## config.mk

```make
export PLATFORM = sky130hd
export DESIGN_NAME = regfile_dump_reader
export DESIGN_NICKNAME = d
export VERILOG_FILES = /design/src/rtl/regfile_dump_reader.sv
export SDC_FILE = /design/constraint.sdc
export NUM_CORES = 1
export LEC_CHECK = 0
export CORE_MARGIN = 8
export CORE_UTILIZATION = 41
export DETAILED_ROUTE_END_ITERATION = 12
export GPL_TIMING_DRIVEN = 0
export PLACE_DENSITY = 0.81
export RECOVER_POWER = 100
export SLEW_MARGIN = 10
export SYNTH_ARGS = -nofsm -noshare
export SYNTH_HDL_FRONTEND = slang
export SYNTH_SLANG_ARGS = --single-unit
```

## constraint.sdc

```tcl
create_clock -name clk -period 1.49 [get_ports clk]
set_clock_uncertainty 0.05 [all_clocks]
set_input_delay 0.2235 -clock clk [delete_from_list [all_inputs] [get_ports clk]]
set_output_delay 0.2235 -clock clk [all_outputs]
set_load 0.01 [all_outputs]
```

## src/rtl/regfile_dump_reader.sv

```systemverilog
// Walks register-file addresses 0..DEPTH-1 and streams (addr, data) beats on valid/ready.
// Optional even-parity output on each beat when REGDUMP_PARITY_EN is defined.
module regfile_dump_reader #(
  parameter int WIDTH     = 16,
  parameter int DEPTH     = 32,
  parameter int ADDR_SIZE = $clog2(DEPTH)
) (
  input  logic                 clk,
  input  logic                 rst,
  input  logic                 start,
  output logic [ADDR_SIZE-1:0] rf_addr,
  input  logic [WIDTH-1:0]     rf_rdata,
  output logic                 out_valid,
  input  logic                 out_ready,
  output logic [ADDR_SIZE-1:0] out_addr,
  output logic [WIDTH-1:0]     out_data,
  output logic                 out_last,
  output logic                 busy,
  output logic                 done
`ifdef REGDUMP_PARITY_EN
  ,
  output logic                 out_parity
`endif
);

  typedef enum logic [1:0] {
    IDLE,
    READ,
    HOLD,
    DONE
  } state_t;

  state_t                 r_state;
  state_t                 w_stateNext;
  logic [ADDR_SIZE-1:0]   r_addr;
  logic [ADDR_SIZE-1:0]   r_outAddr;
  logic [WIDTH-1:0]       r_outData;
  logic                   r_outLast;
  logic                   w_handshake;
  logic                   w_isLastAddr;

  assign w_handshake  = (r_state == HOLD) && out_ready;
  assign w_isLastAddr = (r_addr == ADDR_SIZE'(DEPTH - 1));

  always_comb begin
    w_stateNext = r_state;
    case (r_state)
      IDLE: if (start) w_stateNext = READ;
      READ: w_stateNext = HOLD;
      HOLD: if (w_handshake) w_stateNext = r_outLast ? DONE : READ;
      DONE: w_stateNext = IDLE;
      default: w_stateNext = IDLE;
    endcase
  end

  always_ff @(posedge clk) begin
    if (rst) begin
      r_state   <= IDLE;
      r_addr    <= '0;
      r_outAddr <= '0;
      r_outData <= '0;
      r_outLast <= 1'b0;
    end else begin
      r_state <= w_stateNext;
      case (r_state)
        IDLE: if (start) r_addr <= '0;
        READ: begin
          r_outData <= rf_rdata;
          r_outAddr <= r_addr;
          r_outLast <= w_isLastAddr;
        end
        // Termination relies on r_outLast, so the counter never steps past DEPTH-1.
        HOLD: if (w_handshake && !r_outLast) r_addr <= r_addr + 1'b1;
        default: ;
      endcase
    end
  end

`ifdef REGDUMP_PARITY_EN
  logic r_outParity;

  always_ff @(posedge clk) begin
    if (rst) begin
      r_outParity <= 1'b0;
    end else if (r_state == READ) begin
      r_outParity <= ^rf_rdata;
    end
  end

  assign out_parity = r_outParity;
`endif

  assign rf_addr   = (r_state == IDLE) ? '0 : r_addr;
  assign out_valid = (r_state == HOLD);
  assign out_addr  = r_outAddr;
  assign out_data  = r_outData;
  assign out_last  = r_outLast;
  assign busy      = (r_state != IDLE);
  assign done      = (r_state == DONE);

endmodule

```

==> results of run 1 <==
metrics by stage:
| step | util (%) | hold WS (ns) |
|---|---|---|
| after detailed placement | 61.8 | 0.397 |
| after global routing | 62.3 | 0.224 |
| after CTS | 62.2 | 0.215 |
| final | 62.3 | 0.218 |
| after floorplan | - | 0.309 |
| after global placement | 61.8 | 0.391 |
worst max-delay path, cell delays in order (launching register included):
cell and delay (ns):
dfxtp_2 0.35, buf_6 0.12, and2b_2 0.23, clkbuf_2 0.13
cell usage after synthesis, drive strengths merged (2+ instances only):
cell / n / area share (%)
nand2: 46 / 15
clkbuf: 3 / 0.95
nand3: 4 / 1.7
nor2b: 6 / 3.2
nand2b: 3 / 1.6
ha: 2 / 2.1
a21oi: 27 / 11
dfxtp: 29 / 49
a311oi: 2 / 2.0
inv: 2 / 0.63
buf: 6 / 3.3
nand4b: 2 / 1.5
flip-flops by register name, indices dropped and copies added (netlist names):
signal,cells
r_addr,5
out_addr,5
out_last,1
r_state,2
out_data,16
metal layers:
metal / wire length, um / up-vias
met5: 0 / -
met4: 53 / 0
met3: 249 / 8
met2: 1510 / 50
met1: 1490 / 547
li1: - / 593
layout by cell type, fill, tap and decap left out, types with 2 or more instances in the layout:
cell type	n
ha_1	2
clkbuf_4	5
buf_2	6
clkbuf_1	4
nand3_1	4
clkinv_2	2
nand4b_1	2
dfxtp_1	25
a311oi_1	2
clkdlybuf4s50_1	18
nand2_1	46
dlygate4sd2_1	20
inv_1	2
clkbuf_2	6
buf_6	2
nand2b_1	3
a21oi_1	27
dfxtp_2	4
clkdlybuf4s25_1	2
nor2b_1	6
cell type report:
| cell class | instances | share of cell area (%) |
|---|---|---|
| Buffer | 9 | 3.13 |
| Clock buffer | 5 | 2.19 |
| Clock inverter | 3 | 1.02 |
| Inverter | 2 | 0.437 |
| Multi-Input combinational cell | 103 | 32.0 |
| Sequential cell | 29 | 34.1 |
| Tap cell | 31 | 2.26 |
| Timing Repair Buffer | 50 | 24.9 |
worst max-delay path by stage:
| stage | start | to | slack [ns] | cells after the start |
|---|---|---|---|---|
| 2_1_floorplan | r_addr[0] | r_addr[4] | 0.18 | 5 |
| 3_3_place_gp | out_ready | r_addr[2] | -0.16 | 4 |
| 3_5_place_dp | out_ready | r_addr[2] | -0.19 | 4 |
| 4_1_cts | out_data[9] | out_data[9] | 0.002 | 1 |
| 5_1_grt | r_state[0] | rf_addr[4] | 0.0003 | 4 |
| 6_report | r_state[0] | out_valid | 0.06 | 3 |
timing repair:
item                                    4_1_cts  5_1_grt
gates cloned                                  0        1
pin swaps                                     1        1
endpoints found under the setup margin       28        9
hold buffers                                  0        0
hold endpoints to repair                      0        0
resized for setup                            57        5
setup buffers                                 0        1
where the power goes:
part | total (mW) | leakage [nW] | internal, mW | switching [mW]
clock | 0.468 | 0.0310 | 0.177 | 0.291
combinational | 0.232 | 0.473 | 0.115 | 0.117
sequential | 0.819 | 0.237 | 0.804 | 0.0150
total | 1.52 | 0.741 | 1.10 | 0.422
kinds of logic (layout without fill, tap and decap cells):
| logic type | Yosys count | count (layout) | synth area share [%] |
|---|---|---|---|
| AOI/OAI and AO/OA | 31 | 31 | 15.2 |
| adders and majority gates | 2 | 2 | 2.11 |
| buffers and inverters | 11 | 69 | 4.86 |
| DFF | 29 | 29 | 49.0 |
| muxes | 1 | 1 | 0.845 |
| and+or+nand+nor | 69 | 69 | 28.0 |
==> PnR_summary.wiki, run 1 <==
{| class="wikitable"
! Metric !! Value
|-
| Unique cell type count in the Yosys netlist || 26
|-
| Area post-placement || 1700 um^2
|-
| Syn avg cell area || 8.29 um^2
|-
| Per-cell via count in the routed design || 5.16
|-
| Vias in the first global route || 1207
|-
| Kind of start point of the critical path || register
|-
| Cells after DPL || 222
|-
| Via count || 1198
|-
| Synthesized Nets || 165
|-
| Worst EP arrival || 1.16 ns
|-
| Initial antenna violation count || 0
|-
| Number of diodes || 0
|-
| Met2 usage || 22.0%
|-
| LEAKAGE || 0.741 nW
|-
| Met1 routing resource usage after global routing || 16.3%
|-
| Final layout net count || 222
|-
| Slew at the pin closest to its max-slew limit || 0.442 ns
|-
| Detail Placement HPWL || 2.50 mm
|-
| Smallest setup slack after layout || 0.0551 ns
|-
| Pins over their slew limit || 0
|-
| Worst r2r path cells || 5
|-
| Standard cell core area || 2760 um^2
|-
| Number of clock sinks || 29
|-
| Hold path startpoint || rst
|-
| Synth Flop Type || dfxtp_1
|-
| Unrepaired setup endpoints after global routing || no
|-
| Sequential share of the synthesized area || 49.0%
|-
| Busiest metal layer after global routing || met2
|-
| Fraction of synthesis flops using an asynchronous set or reset pin || 0%
|-
| Gate Count Post-Synth || 143
|-
| Max-cap check violation count || 0
|-
| Total congestion overflow after global routing || 0
|-
| Final Wtd Congestion || 0.800
|-
| Number of flip-flops and latches in the synthesized netlist || 29
|-
| Area used by multi-input combinational logic || 549 um^2
|-
| Row count || 19
|-
| Routing usage on met3 || 6.29%
|-
| Routed wire length || 3.30 mm
|-
| Worst r2r dst || r_addr[4]
|-
| Number of top-level pins || 50
|-
| Worst Hold Class || in2reg
|-
| Initial Util || 43.0%
|-
| Overall fraction of global-route tracks in use || 13.9%
|-
| Die span in y || 69.8 um
|-
| Slew Limit Headroom || 70.5%
|-
| CTS clk-pin slew, worst paths || 0.10 ns
|-
| Die width || 69.8 um
|-
| Worst skew pair latency || 0.33 ns
|-
| Share of layout cells above drive strength 1 || 15.4%
|-
| First-iteration detailed-routing DRC count || 45
|-
| Final-layout fill cell count || 252
|-
| CTS tree || yes
|-
| Clock tree buffer depth || 2
|-
| Synthesis-to-layout area growth || 44.9%
|-
| Worst flop-to-flop path startpoint || r_addr[1]
|-
| Final setup viols || 0
|-
| Cell depth of the worst hold path || 2
|-
| Total power draw || 1.52 mW
|-
| Floorplan die area || 4870 um^2
|-
| Detailed-route DRC error count || 0
|-
| Critical path class || reg2out
|-
| Root buffer selected by CTS || clkbuf_4
|-
| Achievable frequency || 0.697 GHz
|-
| Post-route clock period utilization || 96.3%
|-
| Number of cells in the finished layout apart from fillers || 232
|-
| Syn. warnings || 0
|-
| WL/cell || 14.2 um
|-
| Flop2flop setup slack || 0.11 ns
|-
| Number of port buffers || 48
|-
| Number of hold violations in the final report || 0
|-
| Crit path required time || 1.22 ns
|-
| Minimum clock period || 1.43 ns
|-
| Maximum number of pins on one net before global-route repair || 11
|-
| First-pass detailed-route iteration total || 4
|-
| Number of nets still failing antenna checks after routing || 0
|-
| Total standard cell area after synthesis || 1180 um^2
|-
| Worst slack at placement || -0.194 ns
|-
| VDD IR max || 0.701 mV
|-
| Power per standard cell area || 885 nW/um^2
|-
| Deepest level of the CTS H-tree || 2
|-
| Post-layout instance area || 1720 um^2
|-
| Wire length of the first global-routing pass || 5.66 mm
|-
| Hold endpoint || out_data[12]
|-
| Setup TNS || 0 ns
|-
| Number of synthesized flops with an enable pin || 0
|-
| Endpoint kind of the worst setup timing path || output port
|-
| Result of the run || complete, no violations
|-
| Footprint of the flip-flops and latches || 586 um^2
|-
| Clock buffer count from CTS || 5
|-
| Worst Path Max Fanout || 5
|}
Power figures use the tool's default switching activity.
==> run 2: changes to the inputs <==
--- a/config.mk
+++ b/config.mk
@@ -11,6 +11,7 @@
 export GPL_TIMING_DRIVEN = 0
 export PLACE_DENSITY = 0.81
 export RECOVER_POWER = 100
+export SETUP_SLACK_MARGIN = 0.02
 export SLEW_MARGIN = 10
 export SYNTH_ARGS = -nofsm -noshare
 export SYNTH_HDL_FRONTEND = slang
==> constraint.sdc (replaced) <==
create_clock -name clk -period 1.42 [get_ports clk]
set_clock_uncertainty 0.05 [all_clocks]
set_input_delay 0.213 -clock clk [delete_from_list [all_inputs] [get_ports clk]]
set_output_delay 0.213 -clock clk [all_outputs]
set_load 0.01 [all_outputs]
==> run 2 against run 1 <==
  * The flow now finishes with violations (setup timing)
  * Critical path type unchanged
  * Hold slack got worse by 0.0083 ns
  * Total power rose by 6.0%
  * Register-to-register slack got worse by 0.08 ns
  * Count of clock-buffer cells in the layout unchanged
  * Combinational power grew 13%
  * Critical path depth is 1 higher
  * Sequential cell count unchanged
  * First-iteration DRC count down 29%
  * Critical endpoint is now rf_addr[2]
  * Worst setup slack got worse by 0.062 ns
==> PnR_summary.wiki, run 2 (synthesis results as in run 1) <==
{| class="wikitable"
! Metric !! Value
|-
| Result of the run || complete, but fails checks
|-
| Violations in the final reports || setup timing
|-
| Clock tree buffer depth || 2 (unchanged)
|-
| Number of port buffers || 48 (unchanged)
|-
| Initial Util || 43.0% (unchanged)
|-
| Worst skew pair latency || 0.33 ns (about the same)
|-
| Register share of total power || 53.2% (-0.7 points)
|-
| Floorplan die area || 4870 um^2 (unchanged)
|-
| Kind of start point of the critical path || register
|-
| Cell-by-cell trace of the critical path || buf_6 -> nor2_4 -> nor2b_1 -> buf_2
|-
| Total congestion overflow after global routing || 0 (unchanged)
|-
| Worst Hold Class || in2reg
|-
| CTS clk-pin slew, worst paths || 0.10 ns (about the same)
|-
| Worst slack at placement || -0.254 ns (-0.0595 ns)
|-
| Power per standard cell area || 907 nW/um^2 (+2.5%)
|-
| Detailed-route DRC error count || 0 (unchanged)
|-
| Max-cap check violation count || 0 (unchanged)
|-
| Switching share of power || 27.8% (about the same)
|-
| Overall fraction of global-route tracks in use || 14.2% (+0.32 points)
|-
| Vias in the first global route || 1234 (+2.2%)
|-
| Hold buffer count at CTS || 0 (unchanged)
|-
| LEAKAGE || 0.777 nW (+4.8%)
|-
| Met1 routing resource usage after global routing || 16.3% (unchanged)
|-
| Flop2flop setup slack || 0.03 ns (-0.08 ns)
|-
| Post-route clock period utilization || 100%
|-
| Die width || 69.8 um (unchanged)
|-
| Final Wtd Congestion || 0.800 (unchanged)
|-
| Standard cell core area || 2760 um^2 (unchanged)
|-
| First-pass detailed-route iteration total || 4 (unchanged)
|-
| Endpoint kind of the worst setup timing path || output port
|-
| Post-layout instance area || 1780 um^2 (+3.4%)
|-
| Via count || 1206 (+0.67%)
|-
| Number of nets still failing antenna checks after routing || 0 (unchanged)
|-
| Deepest level of the CTS H-tree || 2 (unchanged)
|-
| Per-cell via count in the routed design || 5.11 (-1.0%)
|-
| Row count || 19 (unchanged)
|-
| Final-layout fill cell count || 256 (+1.6%)
|-
| Maximum number of pins on one net before global-route repair || 11 (unchanged)
|-
| Routing usage on met3 || 6.44% (+0.14 points)
|-
| Pins over their slew limit || 0 (unchanged)
|-
| Standard cell with the maximum stage delay on the critical path || dfxtp_2
|-
| Net switching power figure || 0.447 mW (+5.9%)
|-
| Final layout net count || 226 (+1.8%)
|-
| Clock share of power || 30.5% (-0.3 points)
|-
| First-iteration detailed-routing DRC count || 32 (-29%)
|-
| Routed wire length || 3.40 mm (+3.0%)
|-
| Initial antenna violation count || 0 (unchanged)
|-
| VDD IR max || 0.733 mV (+4.6%)
|-
| Slew Limit Headroom || 69.9% (-0.62 points)
|-
| Number of diodes || 0 (unchanged)
|-
| Highest-count cells in the layout ignoring fill and taps || nand2_1, a21oi_1, dfxtp_1
|-
| Smallest setup slack after layout || -0.00654 ns (-0.0617 ns)
|-
| Most common cell after layout, fill and taps aside || nand2_1
|-
| Max reg flops || 16 (unchanged)
|-
| Number of cells in the finished layout apart from fillers || 236 (+1.7%)
|-
| Wire length of the first global-routing pass || 5.80 mm (+2.3%)
|-
| Busiest metal layer after global routing || met2
|-
| Setup TNS || -0.0100 ns (-0.0100 ns)
|-
| Minimum clock period || 1.43 ns
|-
| Cells after DPL || 222 (unchanged)
|-
| Share of layout cells above drive strength 1 || 19.5% (+4.1 points)
|-
| Proportion of power drawn by combinational gates || 16.3% (+1.0 points)
|-
| Slew at the pin closest to its max-slew limit || 0.451 ns (+0.00937 ns)
|-
| Die span in y || 69.8 um (unchanged)
|-
| Worst stage delay on the critical path || 0.33 ns (-0.02 ns)
|-
| Internal Dissipation || 1.16 mW (+6.0%)
|-
| Total power draw || 1.61 mW (+6.0%)
|-
| WL/cell || 14.4 um (+1.3%)
|-
| Number of hold violations in the final report || 0 (unchanged)
|-
| Met2 usage || 22.7% (+0.71 points)
|-
| Critical path class || reg2out
|-
| Worst EP arrival || 1.16 ns (about the same)
|-
| Worst Hold Margin || 0.210 ns (-0.00826 ns)
|-
| CTS tree || yes
|-
| Root buffer selected by CTS || clkbuf_4
|-
| Worst Path Max Fanout || 6 (+1)
|-
| Final setup viols || 3 (+3)
|-
| Number of top-level pins || 50 (unchanged)
|-
| Crit path required time || 1.16 ns (-0.06 ns)
|-
| Area post-placement || 1700 um^2 (unchanged)
|-
| Unrepaired setup endpoints after global routing || yes
|-
| Achievable frequency || 0.701 GHz
|-
| Clock buffer count from CTS || 5 (unchanged)
|-
| Synthesis-to-layout area growth || 49.8%
|-
| Number of clock sinks || 29 (unchanged)
|-
| Detail Placement HPWL || 2.50 mm (unchanged)
|-
| Layout Utilization || 64.4% (+2.1 points)
|}
## run 2: cell count changes in the layout (fill, tap and decap cells not counted), moves of 2 or more
cell / change
buf_2: +2
buf_4: +6
clkbuf_2: -6
clkdlybuf4s25_1: -2
dlygate4sd2_1: +2
## run 2: final timing paths
kind	depth (start not counted)	to	start
setup / recovery	4	rf_addr[2]	r_state[1]
hold reg to reg	2	out_data[2]	out_data[2]
setup reg to reg	5	r_addr[2]	r_state[1]
hold / removal	2	out_data[12]	rst
## run 2: routing by layer
metal / part of all wire (%) / up-vias
met1: 44 / 552
met5: 0 / -
li1: - / 597
met4: 1.5 / 0
met2: 46 / 51
met3: 7.8 / 6
## run 2: critical path, delay by kind of cell (launching register included)
family,cells,cell delay [ns]
AND/OR/NAND/NOR,2,0.23
flip-flops,1,0.33
buffers and inverters,2,0.26
## run 2: repair_timing
action	4_1_cts	5_1_grt
resized for setup	63	15
endpoints found under the setup margin	31	31
hold endpoints to repair	0	0
pin swaps	1	1
gates cloned	1	0
setup buffers	3	2
## run 2: final cells by class
class / count / area, um^2 / area share, %
flip-flops and latches: 29 / 589 / 33.2
multi-input cells: 103 / 563 / 31.7
repair buffers: 54 / 460 / 25.9
plain buffers: 9 / 61.3 / 3.45
well taps: 31 / 38.8 / 2.18
clock buffers: 5 / 37.5 / 2.11
clock inverters: 3 / 17.5 / 0.987
inverters: 2 / 7.51 / 0.423
## run 2: power by group through the flow
stage / sequential, mW / combinational [mW] / clock [mW]
5_1_grt: 0.861 / 0.289 / 0.554
3_3_place_gp: 0.875 / 0.253 / 0
2_1_floorplan: 0.887 / 0.108 / 0
6_report: 0.856 / 0.263 / 0.491
4_1_cts: 0.859 / 0.254 / 0.503
3_5_place_dp: 0.877 / 0.259 / 0
